File: config.mk
export PLATFORM = sky130hd
export DESIGN_NAME = seg7_scan_reader
export DESIGN_NICKNAME = d
export VERILOG_FILES = /design/src/rtl/seg7_pkg.sv /design/src/rtl/seg7_glyph_decode.sv /design/src/rtl/seg7_scan_reader.sv
export SDC_FILE = /design/constraint.sdc
export NUM_CORES = 1
export LEC_CHECK = 0
export ABC_AREA = 1
export BUFFER_PORTS_ARGS = -buffer_cell sky130_fd_sc_hd__clkbuf_2
export CORE_MARGIN = 8
export CORE_UTILIZATION = 60
export CTS_BUF_LIST = sky130_fd_sc_hd__clkbuf_2
export DETAILED_ROUTE_END_ITERATION = 12
export PLACE_DENSITY = 0.91
export SLEW_MARGIN = 25
export SYNTH_ARGS = -nofsm -noshare
export SYNTH_HDL_FRONTEND = slang
export SYNTH_SLANG_ARGS = --single-unit
File: constraint.sdc
create_clock -name clk -period 5.4 [get_ports clk]
set_clock_uncertainty 0.15 [all_clocks]
set_input_delay 0.54 -clock clk [delete_from_list [all_inputs] [get_ports clk]]
set_output_delay 0.54 -clock clk [all_outputs]
set_load 0.005 [all_outputs]
File: src/rtl/seg7_pkg.sv
// Shared constants for the 7-segment read-back path: glyph encodings,
// scan FSM states and the stability counter width.
package seg7_pkg;

  // Active-low {a,b,c,d,e,f,g}: a 0 bit is a lit segment.
  localparam logic [6:0] GLYPH_0 = 7'b0000001;
  localparam logic [6:0] GLYPH_1 = 7'b1001111;
  localparam logic [6:0] GLYPH_2 = 7'b0010010;
  localparam logic [6:0] GLYPH_3 = 7'b0000110;
  localparam logic [6:0] GLYPH_4 = 7'b1001100;
  localparam logic [6:0] GLYPH_5 = 7'b0100100;
  localparam logic [6:0] GLYPH_6 = 7'b0100000;
  localparam logic [6:0] GLYPH_7 = 7'b0001111;
  localparam logic [6:0] GLYPH_8 = 7'b0000000;
  localparam logic [6:0] GLYPH_9 = 7'b0000100;
  localparam logic [6:0] GLYPH_A = 7'b0001000;
  localparam logic [6:0] GLYPH_B = 7'b1100000;
  localparam logic [6:0] GLYPH_C = 7'b0110001;
  localparam logic [6:0] GLYPH_D = 7'b1000010;
  localparam logic [6:0] GLYPH_E = 7'b0110000;
  localparam logic [6:0] GLYPH_F = 7'b0111000;

  typedef enum logic [1:0] {
    IDLE  = 2'd0,
    TRACK = 2'd1,
    HOLD  = 2'd2
  } seg7_state_e;

  localparam int CNT_W = 4;

endpackage

File: src/rtl/seg7_glyph_decode.sv
// Combinational inverse of the hex display decoder: 7-bit active-low
// pattern to nibble, with a flag for patterns that are not hex glyphs.
module seg7_glyph_decode
  import seg7_pkg::*;
(
  input  logic [6:0] pat,
  output logic       legal,
  output logic [3:0] nib
);

  always_comb begin
    legal = 1'b1;
    nib   = 4'h0;
    case (pat)
      GLYPH_0: nib = 4'h0;
      GLYPH_1: nib = 4'h1;
      GLYPH_2: nib = 4'h2;
      GLYPH_3: nib = 4'h3;
      GLYPH_4: nib = 4'h4;
      GLYPH_5: nib = 4'h5;
      GLYPH_6: nib = 4'h6;
      GLYPH_7: nib = 4'h7;
      GLYPH_8: nib = 4'h8;
      GLYPH_9: nib = 4'h9;
      GLYPH_A: nib = 4'hA;
      GLYPH_B: nib = 4'hB;
      GLYPH_C: nib = 4'hC;
      GLYPH_D: nib = 4'hD;
      GLYPH_E: nib = 4'hE;
      GLYPH_F: nib = 4'hF;
      default: legal = 1'b0;
    endcase
  end

endmodule

File: src/rtl/seg7_scan_reader.sv
// Recovers hex digits from a multiplexed active-low 7-segment bus with
// per-slot stability filtering. Define SEG7_RD_DP_EN to capture decimal points.
module seg7_scan_reader
  import seg7_pkg::*;
#(
  parameter int DIGITS     = 4,
  parameter int STABLE_CNT = 3
) (
  input  logic                  clk,
  input  logic                  rst_n,
  input  logic [6:0]            seg_n,
  input  logic                  dp_n,
  input  logic [DIGITS-1:0]     an_n,
  output logic [4*DIGITS-1:0]   value,
  output logic [DIGITS-1:0]     digit_valid,
`ifdef SEG7_RD_DP_EN
  output logic [DIGITS-1:0]     dp,
`endif
  output logic                  update,
  output logic                  err
);

  localparam int IDX_W = (DIGITS > 1) ? $clog2(DIGITS) : 1;
`ifdef SEG7_RD_DP_EN
  localparam int PAT_W = 8;
`else
  localparam int PAT_W = 7;
`endif
  localparam logic [CNT_W-1:0] STABLE_V = CNT_W'(STABLE_CNT);

  // Input registers; reset to blank segments and no digit selected.
  logic [6:0]        seg_q, seg_d;
  logic [DIGITS-1:0] an_q, an_d;
`ifdef SEG7_RD_DP_EN
  logic              dpn_q, dpn_d;
`else
  logic              unused_dp;
  assign unused_dp = dp_n;
`endif

  seg7_state_e       state_q, state_d;
  logic [IDX_W-1:0]  idx_q, idx_d;
  logic [CNT_W-1:0]  cnt_q, cnt_d;
  logic [PAT_W-1:0]  pat_q, pat_d;

  logic [4*DIGITS-1:0] value_q, value_d;
  logic [DIGITS-1:0]   valid_q, valid_d;
  logic                update_q, update_d;
  logic                err_q, err_d;
`ifdef SEG7_RD_DP_EN
  logic [DIGITS-1:0]   dp_cap_q, dp_cap_d;
`endif

  logic [3:0]        zeros;
  logic [IDX_W-1:0]  sel_idx;
  logic              single_sel;
  logic [PAT_W-1:0]  sample_pat;
  logic              same;
  logic              commit;
  logic              legal;
  logic [3:0]        nib;
  logic [3:0]        nib_cur;

  always_comb begin
    seg_d = seg_n;
    an_d  = an_n;
  end
`ifdef SEG7_RD_DP_EN
  always_comb dpn_d = dp_n;
  assign sample_pat = {dpn_q, seg_q};
`else
  assign sample_pat = seg_q;
`endif

  // A slot is only meaningful when exactly one anode is driven low.
  always_comb begin
    zeros   = '0;
    sel_idx = '0;
    for (int i = 0; i < DIGITS; i++) begin
      if (!an_q[i]) begin
        zeros   = zeros + 4'd1;
        sel_idx = IDX_W'(i);
      end
    end
  end

  assign single_sel = (zeros == 4'd1);
  assign same       = single_sel && (sel_idx == idx_q) && (sample_pat == pat_q);

  always_comb begin
    state_d = state_q;
    idx_d   = idx_q;
    cnt_d   = cnt_q;
    pat_d   = pat_q;
    commit  = 1'b0;
    case (state_q)
      IDLE: begin
        if (single_sel) begin
          state_d = TRACK;
          idx_d   = sel_idx;
          pat_d   = sample_pat;
          cnt_d   = 4'd1;
        end
      end
      TRACK: begin
        if (!single_sel) begin
          state_d = IDLE;
          cnt_d   = '0;
        end else if (same) begin
          cnt_d = cnt_q + 4'd1;
          if (cnt_q + 4'd1 == STABLE_V) begin
            commit  = 1'b1;
            state_d = HOLD;
          end
        end else begin
          idx_d = sel_idx;
          pat_d = sample_pat;
          cnt_d = 4'd1;
        end
      end
      HOLD: begin
        // Leaving HOLD starts the next slot in the same cycle (no bubble).
        if (!same) begin
          if (single_sel) begin
            state_d = TRACK;
            idx_d   = sel_idx;
            pat_d   = sample_pat;
            cnt_d   = 4'd1;
          end else begin
            state_d = IDLE;
            cnt_d   = '0;
          end
        end
      end
      default: begin
        state_d = IDLE;
        cnt_d   = '0;
      end
    endcase
  end

  seg7_glyph_decode u_decode (
    .pat   (pat_q[6:0]),
    .legal (legal),
    .nib   (nib)
  );

  assign nib_cur = value_q[{idx_q, 2'b00} +: 4];

  always_comb begin
    value_d  = value_q;
    valid_d  = valid_q;
    update_d = 1'b0;
    err_d    = 1'b0;
`ifdef SEG7_RD_DP_EN
    dp_cap_d = dp_cap_q;
`endif
    if (commit) begin
      if (legal) begin
        value_d[{idx_q, 2'b00} +: 4] = nib;
        valid_d[idx_q]               = 1'b1;
        update_d                     = !valid_q[idx_q] || (nib_cur != nib);
`ifdef SEG7_RD_DP_EN
        dp_cap_d[idx_q]              = ~pat_q[7];
`endif
      end else begin
        // Illegal glyph invalidates the digit but keeps the last good nibble.
        err_d          = 1'b1;
        valid_d[idx_q] = 1'b0;
      end
    end
  end

  always_ff @(posedge clk or negedge rst_n) begin
    if (!rst_n) begin
      seg_q    <= '1;
      an_q     <= '1;
      state_q  <= IDLE;
      idx_q    <= '0;
      cnt_q    <= '0;
      pat_q    <= '1;
      value_q  <= '0;
      valid_q  <= '0;
      update_q <= 1'b0;
      err_q    <= 1'b0;
    end else begin
      seg_q    <= seg_d;
      an_q     <= an_d;
      state_q  <= state_d;
      idx_q    <= idx_d;
      cnt_q    <= cnt_d;
      pat_q    <= pat_d;
      value_q  <= value_d;
      valid_q  <= valid_d;
      update_q <= update_d;
      err_q    <= err_d;
    end
  end

`ifdef SEG7_RD_DP_EN
  always_ff @(posedge clk or negedge rst_n) begin
    if (!rst_n) begin
      dpn_q    <= 1'b1;
      dp_cap_q <= '0;
    end else begin
      dpn_q    <= dpn_d;
      dp_cap_q <= dp_cap_d;
    end
  end
  assign dp = dp_cap_q;
`endif

  assign value       = value_q;
  assign digit_valid = valid_q;
  assign update      = update_q;
  assign err         = err_q;

endmodule

# Yosys cells after proc, flatten, opt, wreduce, memory -nomap -nowiden
# Cells that the tools add are included.
# W data, S select, Z words.
# totals
regBits	48
latchBits	0
ram_bits	0
romBits	0
input_bits	14
output_inout_bits	22
memories	0
# classes
n_addsub	5
n_mul	0
div_mod_pow	0
order_cmp	2
n_eq_ne	28
n_shift	3
mux	46
bitwise_logic	3
reduce_logical	13
# ops
op	count
$pmux W4 S15	1
$eq A7 B6 Y1 const B	5
$mux W4	8
$eq A7 B7 Y1 const B	4
$mux W7	4
$mux W2	11
$pmux W7 S3	1
$add A4 B1 Y4 const B	4
$bwmux W16	1
$reduce_or A16 Y1	1
$shift A4 B6 Y16 const A	1
$shiftx A16 B5 Y4	1
$shiftx A4 B6 Y16	1
$mux W1	15
$eq A7 B3 Y1 const B	2
$eq A7 B4 Y1 const B	2
$pmux W2 S3	2
$pmux W4 S3	1
$ne A2 B2 Y1 const B	4
$reduce_and A4 Y1	2
$eq A7 B1 Y1 const B	1
$eq A7 B5 Y1 const B	1
$eq A7 B7 Y1	1
$logic_not A7 Y1	1
other kinds (21)	25

# Depth between registers and ports, before layout
# Gate-level depths: netlist (run 1).
# logic_depth
depth_word	14
ltp_mapped	19

# By module
# A second synthesis (run 1) with hierarchy kept.
# unflattened
hier_cells	423
area_unflattened_um2	3070.4
# modules_own_cells
mod	instances	cells_per_inst	area_per_inst_um2	seq_area_each_um2
seg7_scan_reader	1	341	2708.8	1223.7
seg7_glyph_decode	1	82	361.6	0.0

# Worst setup path before layout (run 1)
# OpenSTA, ideal clock, no wires.
# synth_timing
path_type	reg2reg
start	register an_q[1]
end	register value_q[12] (netlist: value[12])
arrival_time_ns	2.315
required_ns	5.132
setup_slack_ns	2.817
stages_incl_launch_ff	18
path_buffers	0
period_less_slack_ns	2.583
cell_sequence	dfstp_2 > inv_1 > ha_1 > inv_1 > nand2_1 > nand2_1 > inv_1 > ha_1 > nor2_1 > nand2_1 > o21ai_1 > nand2_1 > nor2_2 > nand3_4 > nor2_8 > nand2_4 > nand2_1 > nand2_1
# synth_via
elab_chain_cells	12
word_cells_on_any_way	16
cone_classes	add/sub: 2; eq/ne: 2; mux: 9; reduce/logical: 3
# synth_lines
element	line	text
start: declaration	seg7_scan_reader.sv:33	logic [DIGITS-1:0] an_q, an_d;
start signal: assignment	seg7_scan_reader.sv:188	an_q <= an_d;
$mux W4	seg7_scan_reader.sv:80	if (!an_q[i]) begin
$add A4 B1 Y4	seg7_scan_reader.sv:81	zeros = zeros + 4'd1;
$mux W4	seg7_scan_reader.sv:80	
$add A4 B1 Y4	seg7_scan_reader.sv:81	
$mux W4	seg7_scan_reader.sv:80	
$eq A4 B1 Y1	seg7_scan_reader.sv:87	assign single_sel = (zeros == 4'd1);
$logic_and A1 B1 Y1 (2 in series)	seg7_scan_reader.sv:88	assign same = single_sel && (sel_idx == idx_q) && (sample_pat == pat_q);
$mux W1	seg7_scan_reader.sv:109	end else if (same) begin
$mux W1 *	seg7_scan_reader.sv:106	if (!single_sel) begin
$mux W1 *	seg7_scan_reader.sv:96	case (state_q)
$reduce_and A2 Y1 (no line) *	--	
end signal: assignment	seg7_scan_reader.sv:193	value_q <= value_d;
end: declaration	seg7_scan_reader.sv:46	logic [4*DIGITS-1:0] value_q, value_d;
# Mark *: on every way between the ends. The rest lies on a longest branch, timed or not.
# A chain may end at the register's enable or synchronous reset.

# Worst setup path in the final report (run 1)
# layout_timing
start	register an_q[1]
end	register value_q[5] (netlist: value[5])
# Same word-level chain as after synthesis.

==> flow_summary.toml, run 1 <==
[global_route]
use_met1 = 0.2508
busiest_layer = "met2"
track_usage = 0.2047
use_met2 = 0.3529
grt_max_degree = 49
antenna_found_initial = 0
grt-ovfl-total = 0
grt_pass1_vias = 3020
met3_usage = 0.03860
grt_pass1_wl_um = 12990

[synth]
synthCells = 478
async_flop_share = 1.000
synth_fp_nets = 502
yosysTopAreaCell = "dfrtp_1"
ys_seq_area_frac = 0.3779
synth_top_area_frac = 0.2318
syn_avg_cell_area_um2 = 6.774
ys_types = 30
yosysWarningCount = 0
synth_ff_type = "dfrtp_1"
synth_area_leaders = "dfrtp_1 23%, nand2_1 21%, dfstp_2 15%"
yosys_register_bits = 48
synth_edf_count = 0
syn-cell-area_um2 = 3238

[timing]
hold_violations = 1
timing.final.crit_share = 0.5560
maxSlewViolCount = 0
fin_crit_ps = 3003
setup_viol_count_final = 0
tns_ps = 0
worst_hold_slack_ps = -5.742
rsz0062_at_grt = "no"
tightest_slew_ps = 677.9
slew_headroom = 0.5467
fmax_mhz = 333.0

[critical_path]
cp_slowest_cell = "dfstp_2"
r2r_slack_ps = 2400
critPathMostFrequentCell = "nand2_1"
crit_fanout = 9
slowest_delay_ps = 610
cp-start-kind = "flop"
crit_family = "simple AND/OR/NAND/NOR gates"
arrival_ps = 3200
critPathCaptureType = "flop"
crit_required_ps = 5600
path_class = "flop to flop"
path_buf_inv = 3
path_cells = "inv_1 -> ha_1 -> inv_1 -> nand2_1 -> nand2_1 -> inv_1 -> ha_1 -> nor2_1 -> nand2_1 -> o21ai_1 -> nand2_1 -> nor2_2 -> nand3_4 -> nor2_8 -> nand2_4 -> nand2_1 -> nand2_1"

[routing]
wl_per_cell_um = 12.92
first_pass_iters = 5
drc_errors = 0
ant_nets = 0
via_per_inst = 5.328
dr_total_vias = 3170
wirelength_um = 7689
drt_iter0_drc = 274

[pwr]
power_mw = 1.183
leakagePower_nw = 2.111
power_density_nw_per_um2 = 325.8
peakVddDrop_uv = 167.8

[floorplanning]
die_width_um = 89.47
core_area_um2 = 5172
pin_count = 36
die_h_um = 89.47
core.rowCount = 26
dieArea_um2 = 8004
start_util = 0.6260

[cts]
root_buffer = "clkbuf_2"
clock_latency_ps = 430
path_clk_slew_ps = 260
cts_buffers = 5
cts_tree = "yes"
cts_num_sinks = 48
clock_path_buffers = 2
htreeDepth = 2

[placement]
dp.cells = 576
hpwl_um = 5818
placed_area_um2 = 3456
place_congestion = 0.9231
port_buffers = 34

[cells_and_area]
antennaDiodeCount = 0
layout.cells.non_filler = 595
area_growth_pct = 12.13
stdcell_area_um2 = 3631
fin_nets = 548
drive_gt1_frac = 0.1790
num-fill-cells = 411

[run_status]
violations = "hold timing"
status = "finished, violations left"

[flow_run]
drv_cap = 0

[worst_hold_path]
hp-class = "input pin to async pin"
## metal layers
| layer | vias up | routed length (um) | part of all wire |
|---|---|---|---|
| li1 | 1570 | - | - |
| met1 | 1452 | 3295 | 0.43 |
| met2 | 128 | 3750 | 0.49 |
| met3 | 20 | 505 | 0.066 |
| met4 | 0 | 138 | 0.018 |
| met5 | - | 0 | 0 |
## synth_stat cells, types with 3 or more instances
cell / instances
nand2_1: 180
nor2_1: 76
inv_1: 51
dfrtp_1: 30
o21ai_0: 25
nand3_1: 21
dfstp_2: 18
ha_1: 10
a21oi_1: 9
nand4_1: 9
inv_2: 7
nand2_2: 5
nand2_4: 5
nor2_4: 5
buf_4: 3
nor2_2: 3
nor3_1: 3
## placed cells by master (no fill, tap or decap), drive strengths merged
| master | instances |
|---|---|
| buf | 1 |
| nand2 | 190 |
| xnor2 | 2 |
| o21ai | 27 |
| clkbuf | 40 |
| dfstp | 18 |
| inv | 58 |
| a211o | 1 |
| nand4 | 9 |
| ha | 10 |
| a21boi | 1 |
| clkinv | 1 |
| bufinv | 1 |
| o31ai | 2 |
| dfrtp | 30 |
| nor3 | 3 |
| nand3 | 24 |
| nor2 | 86 |
| o211ai | 1 |
| dlygate4sd3 | 11 |
| a21oi | 9 |
## final cells by class
cell class / count / area (um2) / share of cell area
clock buffers: 6 / 30.03 / 0.008270
well taps: 70 / 87.58 / 0.02412
repair buffers: 46 / 287.8 / 0.07926
clock inverters: 2 / 35.03 / 0.009649
multi-input cells: 365 / 1749 / 0.4817
flip-flops and latches: 48 / 1224 / 0.3370
inverters: 58 / 217.7 / 0.05996
## metrics by stage
stage               setup WS (ps)  utilization
detailed placement           2464       0.6681
CTS                          2428       0.6942
finish                       2397       0.7020
global placement             2593       0.6681
floorplan                    2817            -
global route                 2164       0.7020
## report_power, final
| group | switching, mW | internal [mW] | leakage [nW] |
|---|---|---|---|
| registers | 0.0599 | 0.410 | 0.599 |
| clock network | 0.117 | 0.0795 | 0.0430 |
| logic | 0.360 | 0.157 | 1.47 |
| total | 0.537 | 0.646 | 2.11 |
## worst register-to-register path, cell delays in order (launching register included)
cell and delay (ps):
dfstp_2 610, inv_1 60, ha_1 310, inv_1 60, nand2_1 50, nand2_1 120
inv_1 60, ha_1 280, nor2_1 90, nand2_1 70, o21ai_1 90, nand2_1 150
nor2_2 180, nand3_4 160, nor2_8 260, nand2_4 100, nand2_1 70, nand2_1 70
## what timing repair did
action                                 4_1_cts  5_1_grt
hold buffers                                 7        4
setup buffers                                0        0
endpoints found under the hold margin        7        4
resized for setup                            0        0
## final timing paths
kind | from | cells after the start | end
worst max register to register | an_q[1]$_DFF_PN1_ | 17 | value[5]$_DFFE_PN0P_
min in group clk | sample_pat[4]$_DFF_PN1_ | 2 | pat_q[4]$_DFFE_PN1P_
worst max-delay path | an_q[1]$_DFF_PN1_ | 17 | value[5]$_DFFE_PN0P_
max in group asynchronous | rst_n | 2 | value[3]$_DFFE_PN0P_
worst min-delay path | rst_n | 2 | cnt_q[3]$_DFFE_PN0P_
worst min register to register | sample_pat[4]$_DFF_PN1_ | 2 | pat_q[4]$_DFFE_PN1P_
## kinds of logic (layout without fill, tap and decap cells)
family                   after synthesis  in the layout  synth area share
flip-flops                            48             48            0.3779
buffers and inverters                 65            112           0.08192
AO/OA/AOI/OAI                         41             41           0.07071
AND/OR/NAND/NOR                      312            312            0.4254
XOR/XNOR                               2              2          0.005411
adder cells (fa/ha/maj)               10             10           0.03864
## state kept, by name (all words and copies together) (netlist names), named ones only
name,cells
value,16
pat_q,7
sample_pat,7
an_q,4
cnt_q,4
idx_q,2
state_q,2
err,1
update,1
No activity file was read; power rests on OpenSTA's default activity.
==> run 2: changes to the inputs <==
--- a/config.mk
+++ b/config.mk
@@ -8,10 +8,10 @@
 export ABC_AREA = 1
 export BUFFER_PORTS_ARGS = -buffer_cell sky130_fd_sc_hd__clkbuf_2
 export CORE_MARGIN = 8
-export CORE_UTILIZATION = 60
+export CORE_UTILIZATION = 55
 export CTS_BUF_LIST = sky130_fd_sc_hd__clkbuf_2
 export DETAILED_ROUTE_END_ITERATION = 12
-export PLACE_DENSITY = 0.91
+export PLACE_DENSITY = 0.89
 export SLEW_MARGIN = 25
 export SYNTH_ARGS = -nofsm -noshare
 export SYNTH_HDL_FRONTEND = slang
==> constraint.sdc (replaced) <==
create_clock -name clk -period 2.73 [get_ports clk]
set_clock_uncertainty 0.15 [all_clocks]
set_input_delay 0.273 -clock clk [delete_from_list [all_inputs] [get_ports clk]]
set_output_delay 0.273 -clock clk [all_outputs]
set_load 0.005 [all_outputs]
==> run 2 against run 1 <==
Compared with the run above: routed wire length increased by 8.6%; highest routed layer unchanged; clock power increased by 110%; maximum frequency increased by 13%; non-clock buffer count increased by 14; sequential power increased by 95%; power increased by 110%; global-route usage decreased by 0.21 points; first-iteration DRC count increased by 27%; cell count increased by 3.4%; register-to-register slack got worse by 2300 ps; sequential share of layout area decreased by 1.9 points; critical endpoint is now value[8]$_DFFE_PN0P_; the flow now finishes without violations; setup slack got worse by 2300 ps.
==> flow_summary.toml, run 2 (synthesis gave the netlist of run 1 again) <==
[run_status]
status = "finished clean"

[routing]
first_pass_iters = 6
via_per_inst = 5.372
drt_iter0_drc = 347
drc_errors = 0
dr_total_vias = 3304
wl_per_cell_um = 13.57
ant_nets = 0
wirelength_um = 8348

[timing]
hold_violations = 0
fin_crit_ps = 2653
setup_viol_count_final = 0
maxSlewViolCount = 0
tns_ps = 0
timing.final.crit_share = 0.9717
slew_headroom = 0.4307
fmax_mhz = 377.0
tightest_slew_ps = 853.9
finalWorstSetupSlack_ps = 77.27

[critical_path]
slowest_delay_ps = 600
arrival_ps = 2880
critPathCaptureType = "flop"
path_cells = "inv_2 -> ha_4 -> inv_2 -> nand2_2 -> nand2_2 -> inv_2 -> ha_4 -> nor2_2 -> nand2_2 -> o21ai_2 -> nand2_2 -> nor2_4 -> nand3_4 -> nor2_8 -> nand2_4 -> nand2_1 -> nand2_1"
crit_fanout = 6
cp-start-kind = "flop"
crit_required_ps = 2950
path_class = "flop to flop"
cp_slowest_cell = "dfstp_2"
critPathMostFrequentCell = "nand2_2"

[cts]
htreeDepth = 2
path_clk_slew_ps = 260
clock_path_buffers = 2
cts_tree = "yes"
cts_buffers = 5
root_buffer = "clkbuf_2"
cts_num_sinks = 48
clock_latency_ps = 460

[global_route]
grt_pass1_wl_um = 14480
use_met2 = 0.3570
use_met1 = 0.2383
track_usage = 0.2026
grt-ovfl-total = 0
met3_usage = 0.04288
grt_pass1_vias = 3260
antenna_found_initial = 0
grt_max_degree = 38
busiest_layer = "met2"

[floorplanning]
core.rowCount = 28
start_util = 0.5568
die_width_um = 92.73
core_area_um2 = 5816
dieArea_um2 = 8599
pin_count = 36
die_h_um = 92.73

[cells_and_area]
regArea_um2 = 1224
final_common_cell = "nand2_1"
final_cell_mix = "171 x nand2_1, 71 x nor2_1, 47 x inv_1"
stdcell_area_um2 = 3845
drive_gt1_frac = 0.2407
fin_util = 0.6611
area_growth_pct = 18.74
num-fill-cells = 489
antennaDiodeCount = 0
fin_nets = 563
largest_reg_flops = 16
multi_input_area_um2 = 1844

[placement]
port_buffers = 34
place_ws_ps = -54.90
place_congestion = 0.9074
hpwl_um = 6102
placed_area_um2 = 3530

[pwr]
peakVddDrop_uv = 398.2
leakagePower_nw = 2.184
power_density_nw_per_um2 = 644.5

[flow_run]
drv_cap = 0

[worst_hold_path]
hp-class = "input pin to async pin"
run 2: cell count changes in the layout (fill, tap and decap cells not counted), moves of 2 or more:
| cell | delta |
|---|---|
| buf_4 | +13 |
| nand2_1 | -9 |
| nand2_2 | +8 |
| nor2_1 | -5 |
| inv_1 | -4 |
| inv_2 | +4 |
| nor2_2 | +3 |
| nor2_4 | +3 |
| clkbuf_2 | -2 |
| ha_1 | -2 |
| ha_4 | +2 |
run 2: stage by stage:
stage | power (mW) | hold WS, ps | cells
after global routing | 2.652 | 230.6 | 615
after detailed placement | 1.968 | 211.9 | 590
after floorplan | 1.734 | -172.6 | 478
after global placement | 1.922 | 210.3 | 590
final | 2.478 | 258.7 | 615
after CTS | 2.421 | 268.4 | 614
run 2: power breakdown:
| group | leakage, nW | internal, mW | total (mW) | switching, mW |
|---|---|---|---|---|
| Combinational | 1.54 | 0.364 | 1.15 | 0.788 |
| Clock | 0.0439 | 0.159 | 0.412 | 0.252 |
| Sequential | 0.599 | 0.811 | 0.915 | 0.104 |
run 2: path summary, 6_finish.rpt:
check	startpoint	endpoint	slack, ps	cells past startpoint
max	an_q[1]$_DFF_PN1_	value[8]$_DFFE_PN0P_	80	17
min	rst_n	state_q[0]$_DFFE_PN0P_	260	2
max reg2reg	an_q[1]$_DFF_PN1_	value[8]$_DFFE_PN0P_	80	17
min reg2reg	sample_pat[6]$_DFF_PN1_	pat_q[6]$_DFFE_PN1P_	390	2
max in group asynchronous	rst_n	sample_pat[0]$_DFF_PN1_	1420	3
min in group clk	seg_n[5]	sample_pat[5]$_DFF_PN1_	260	2
run 2: per-layer routing:
| layer | vias to the layer above | part of all wire | routed length (um) |
|---|---|---|---|
| met3 | 37 | 0.072 | 597 |
| met5 | - | 0 | 0 |
| met2 | 163 | 0.50 | 4193 |
| met1 | 1507 | 0.40 | 3322 |
| li1 | 1597 | - | - |
| met4 | 0 | 0.028 | 234 |
run 2: critical path: cells and delay by family (launching register included):
kind            cells  cell delay (ps)
compound gates      1               60
simple gates       11             1130
flops               1              600
fa+ha+maj           2              480
buf+inv             3              150
run 2: final cells by class:
class                      instances  area share
sequential                        48      0.3183
clock inverter                     3     0.01171
inverter                          58     0.05662
multi-input combinational        366      0.4797
timing repair buffer              60      0.1028
tap                               75     0.02441
clock buffer                       5    0.006508
run 2: timing repair:
item / CTS / global route
setup endpoints to repair: 21 / 33
hold buffers: 12 / 0
gates resized for setup: 11 / 14
buffers inserted: 3 / 1
gates cloned: 1 / 0
pin swaps: 14 / 10
hold endpoints to repair: 41 / 0
==> run 3: changes to the inputs <==
--- a/config.mk
+++ b/config.mk
@@ -8,10 +8,10 @@
 export ABC_AREA = 1
 export BUFFER_PORTS_ARGS = -buffer_cell sky130_fd_sc_hd__clkbuf_2
 export CORE_MARGIN = 8
-export CORE_UTILIZATION = 55
+export CORE_UTILIZATION = 43
 export CTS_BUF_LIST = sky130_fd_sc_hd__clkbuf_2
 export DETAILED_ROUTE_END_ITERATION = 12
-export PLACE_DENSITY = 0.89
+export PLACE_DENSITY = 0.74
 export SLEW_MARGIN = 25
 export SYNTH_ARGS = -nofsm -noshare
 export SYNTH_HDL_FRONTEND = slang
==> run 3 against run 2 <==
Compared with the run above: setup slack better by 32 ps; critical path type unchanged; cell count grew 4.4%; largest power group unchanged; non-clock buffer count grew 3; via count shrank 1.9%; clock power shrank 26%; routed wire length down 5.5%; clock-buffer cell count is 1 higher; global-route usage is 4.3 points lower; utilization decreased by 13 points.
==> flow_summary.toml, run 3 (synthesis gave the netlist of run 1 again) <==
[run_status]
status = "finished clean"

[critical_path]
path_class = "flop to flop"
critPathCaptureType = "flop"
arrival_ps = 2790
crit_family = "simple AND/OR/NAND/NOR gates"
cp-start-kind = "flop"
r2r_slack_ps = 110
critPathMostFrequentCell = "nand2_2"
path_cells = "inv_2 -> ha_4 -> inv_2 -> nand2_2 -> nand2_2 -> inv_2 -> ha_4 -> nor2_4 -> nand2_2 -> o21ai_1 -> nand2_2 -> nor2_4 -> nand3_4 -> nor2_8 -> nand2_4 -> nand2_2 -> nand2_1"
crit_required_ps = 2900
path_buf_inv = 3
crit_fanout = 5
slowest_delay_ps = 600
cp_slowest_cell = "dfstp_2"

[cells_and_area]
layout.cells.non_filler = 642
stdcell_area_um2 = 3865
multi_input_area_um2 = 1836
final_cell_mix = "171 x nand2_1, 73 x nor2_1, 45 x inv_1"
area_growth_pct = 19.36
final_common_cell = "nand2_1"
fin_nets = 566
largest_reg_flops = 16
num-fill-cells = 728
fin_util = 0.5300
regArea_um2 = 1224
antennaDiodeCount = 0
drive_gt1_frac = 0.2413

[global_route]
busiest_layer = "met2"
track_usage = 0.1600
antenna_found_initial = 0
met3_usage = 0.02633
grt_pass1_vias = 3081
grt_max_degree = 49
use_met2 = 0.2797
grt_pass1_wl_um = 13680
use_met1 = 0.1934
grt-ovfl-total = 0

[routing]
via_per_inst = 5.048
wl_per_cell_um = 12.29
first_pass_iters = 5
drt_iter0_drc = 169
dr_total_vias = 3241
wirelength_um = 7891
drc_errors = 0
ant_nets = 0

[placement]
place_congestion = 0.8482
dp.cells = 614
place_ws_ps = -41.39
port_buffers = 34
placed_area_um2 = 3560
hpwl_um = 5952

[timing]
hold_violations = 0
maxSlewViolCount = 0
slew_headroom = 0.5985
finalWorstSetupSlack_ps = 109.5
tns_ps = 0
worst_hold_slack_ps = 248.6
timing.final.crit_share = 0.9599
setup_viol_count_final = 0
fin_crit_ps = 2620
tightest_slew_ps = 602.2
fmax_mhz = 381.6

[floorplanning]
core_area_um2 = 7292
die_width_um = 102.8
core.rowCount = 31
start_util = 0.4441
pin_count = 36
dieArea_um2 = 10560
die_h_um = 102.8

[cts]
root_buffer = "clkbuf_2"
htreeDepth = 2
clock_path_buffers = 2
clock_latency_ps = 440
cts_num_sinks = 48
cts_tree = "yes"
path_clk_slew_ps = 260
cts_buffers = 5

[pwr]
power_density_nw_per_um2 = 601.7
power_mw = 2.325
leakagePower_nw = 2.180
peakVddDrop_uv = 223.8

[worst_hold_path]
hp-class = "input pin to async pin"

[flow_run]
drv_cap = 0
[run 3: cell types whose count changed in the layout (fill, tap and decap cells not counted), moves of 2 or more]
cell      previous run  this run
nor2_1              71        73
buf_4               14        16
clkbuf_2            38        40
nor2_2               6         3
o21ai_1              0         2
inv_1               47        45
inv_2               11        13
[run 3: area by class of cell]
class	count	share of cell area
sequential	48	0.3166
clock buffer	6	0.007769
multi-input combinational	366	0.4749
inverter	58	0.05633
tap	99	0.03205
clock inverter	2	0.003237
timing repair buffer	63	0.1091
[run 3: metal layers]
metal	up-vias	share of wire
met5	-	0
met1	1540	0.44
met2	84	0.49
li1	1601	-
met3	16	0.054
met4	0	0.020
[run 3: what timing repair did]
action	4_1_cts	5_1_grt
setup buffers	5	2
endpoints found under the setup margin	28	26
hold endpoints to repair	41	0
resized for setup	8	18
pin swaps	9	18
hold buffers	12	0
gates cloned	1	0
[run 3: worst paths after layout]
kind,from,to,depth (start not counted)
min in group clk,an_n[1],an_q[1]$_DFF_PN1_,2
min reg2reg,sample_pat[6]$_DFF_PN1_,pat_q[6]$_DFFE_PN1P_,2
min,rst_n,cnt_q[3]$_DFFE_PN0P_,3
max in group asynchronous,rst_n,async pin,3
max reg2reg,an_q[1]$_DFF_PN1_,value[10]$_DFFE_PN0P_,17
max,an_q[1]$_DFF_PN1_,value[10]$_DFFE_PN0P_,17
[run 3: where the power goes]
part	leakage [nW]	internal [mW]	switching, mW
Combinational	1.55	0.348	0.744
Clock	0.0290	0.0652	0.238
Sequential	0.599	0.811	0.120
Total	2.18	1.22	1.10
[run 3: worst reg2reg max path, cell delays in order, from the launching register on]
cell     delay, ps
dfstp_2        600
inv_2           50
ha_4           290
inv_2           40
nand2_2         50
nand2_2         60
inv_2           60
ha_4           190
nor2_4          80
nand2_2         60
o21ai_1        100
nand2_2        100
nor2_4         120
nand3_4        130
nor2_8         210
nand2_4        100
nand2_2         70
nand2_1         40
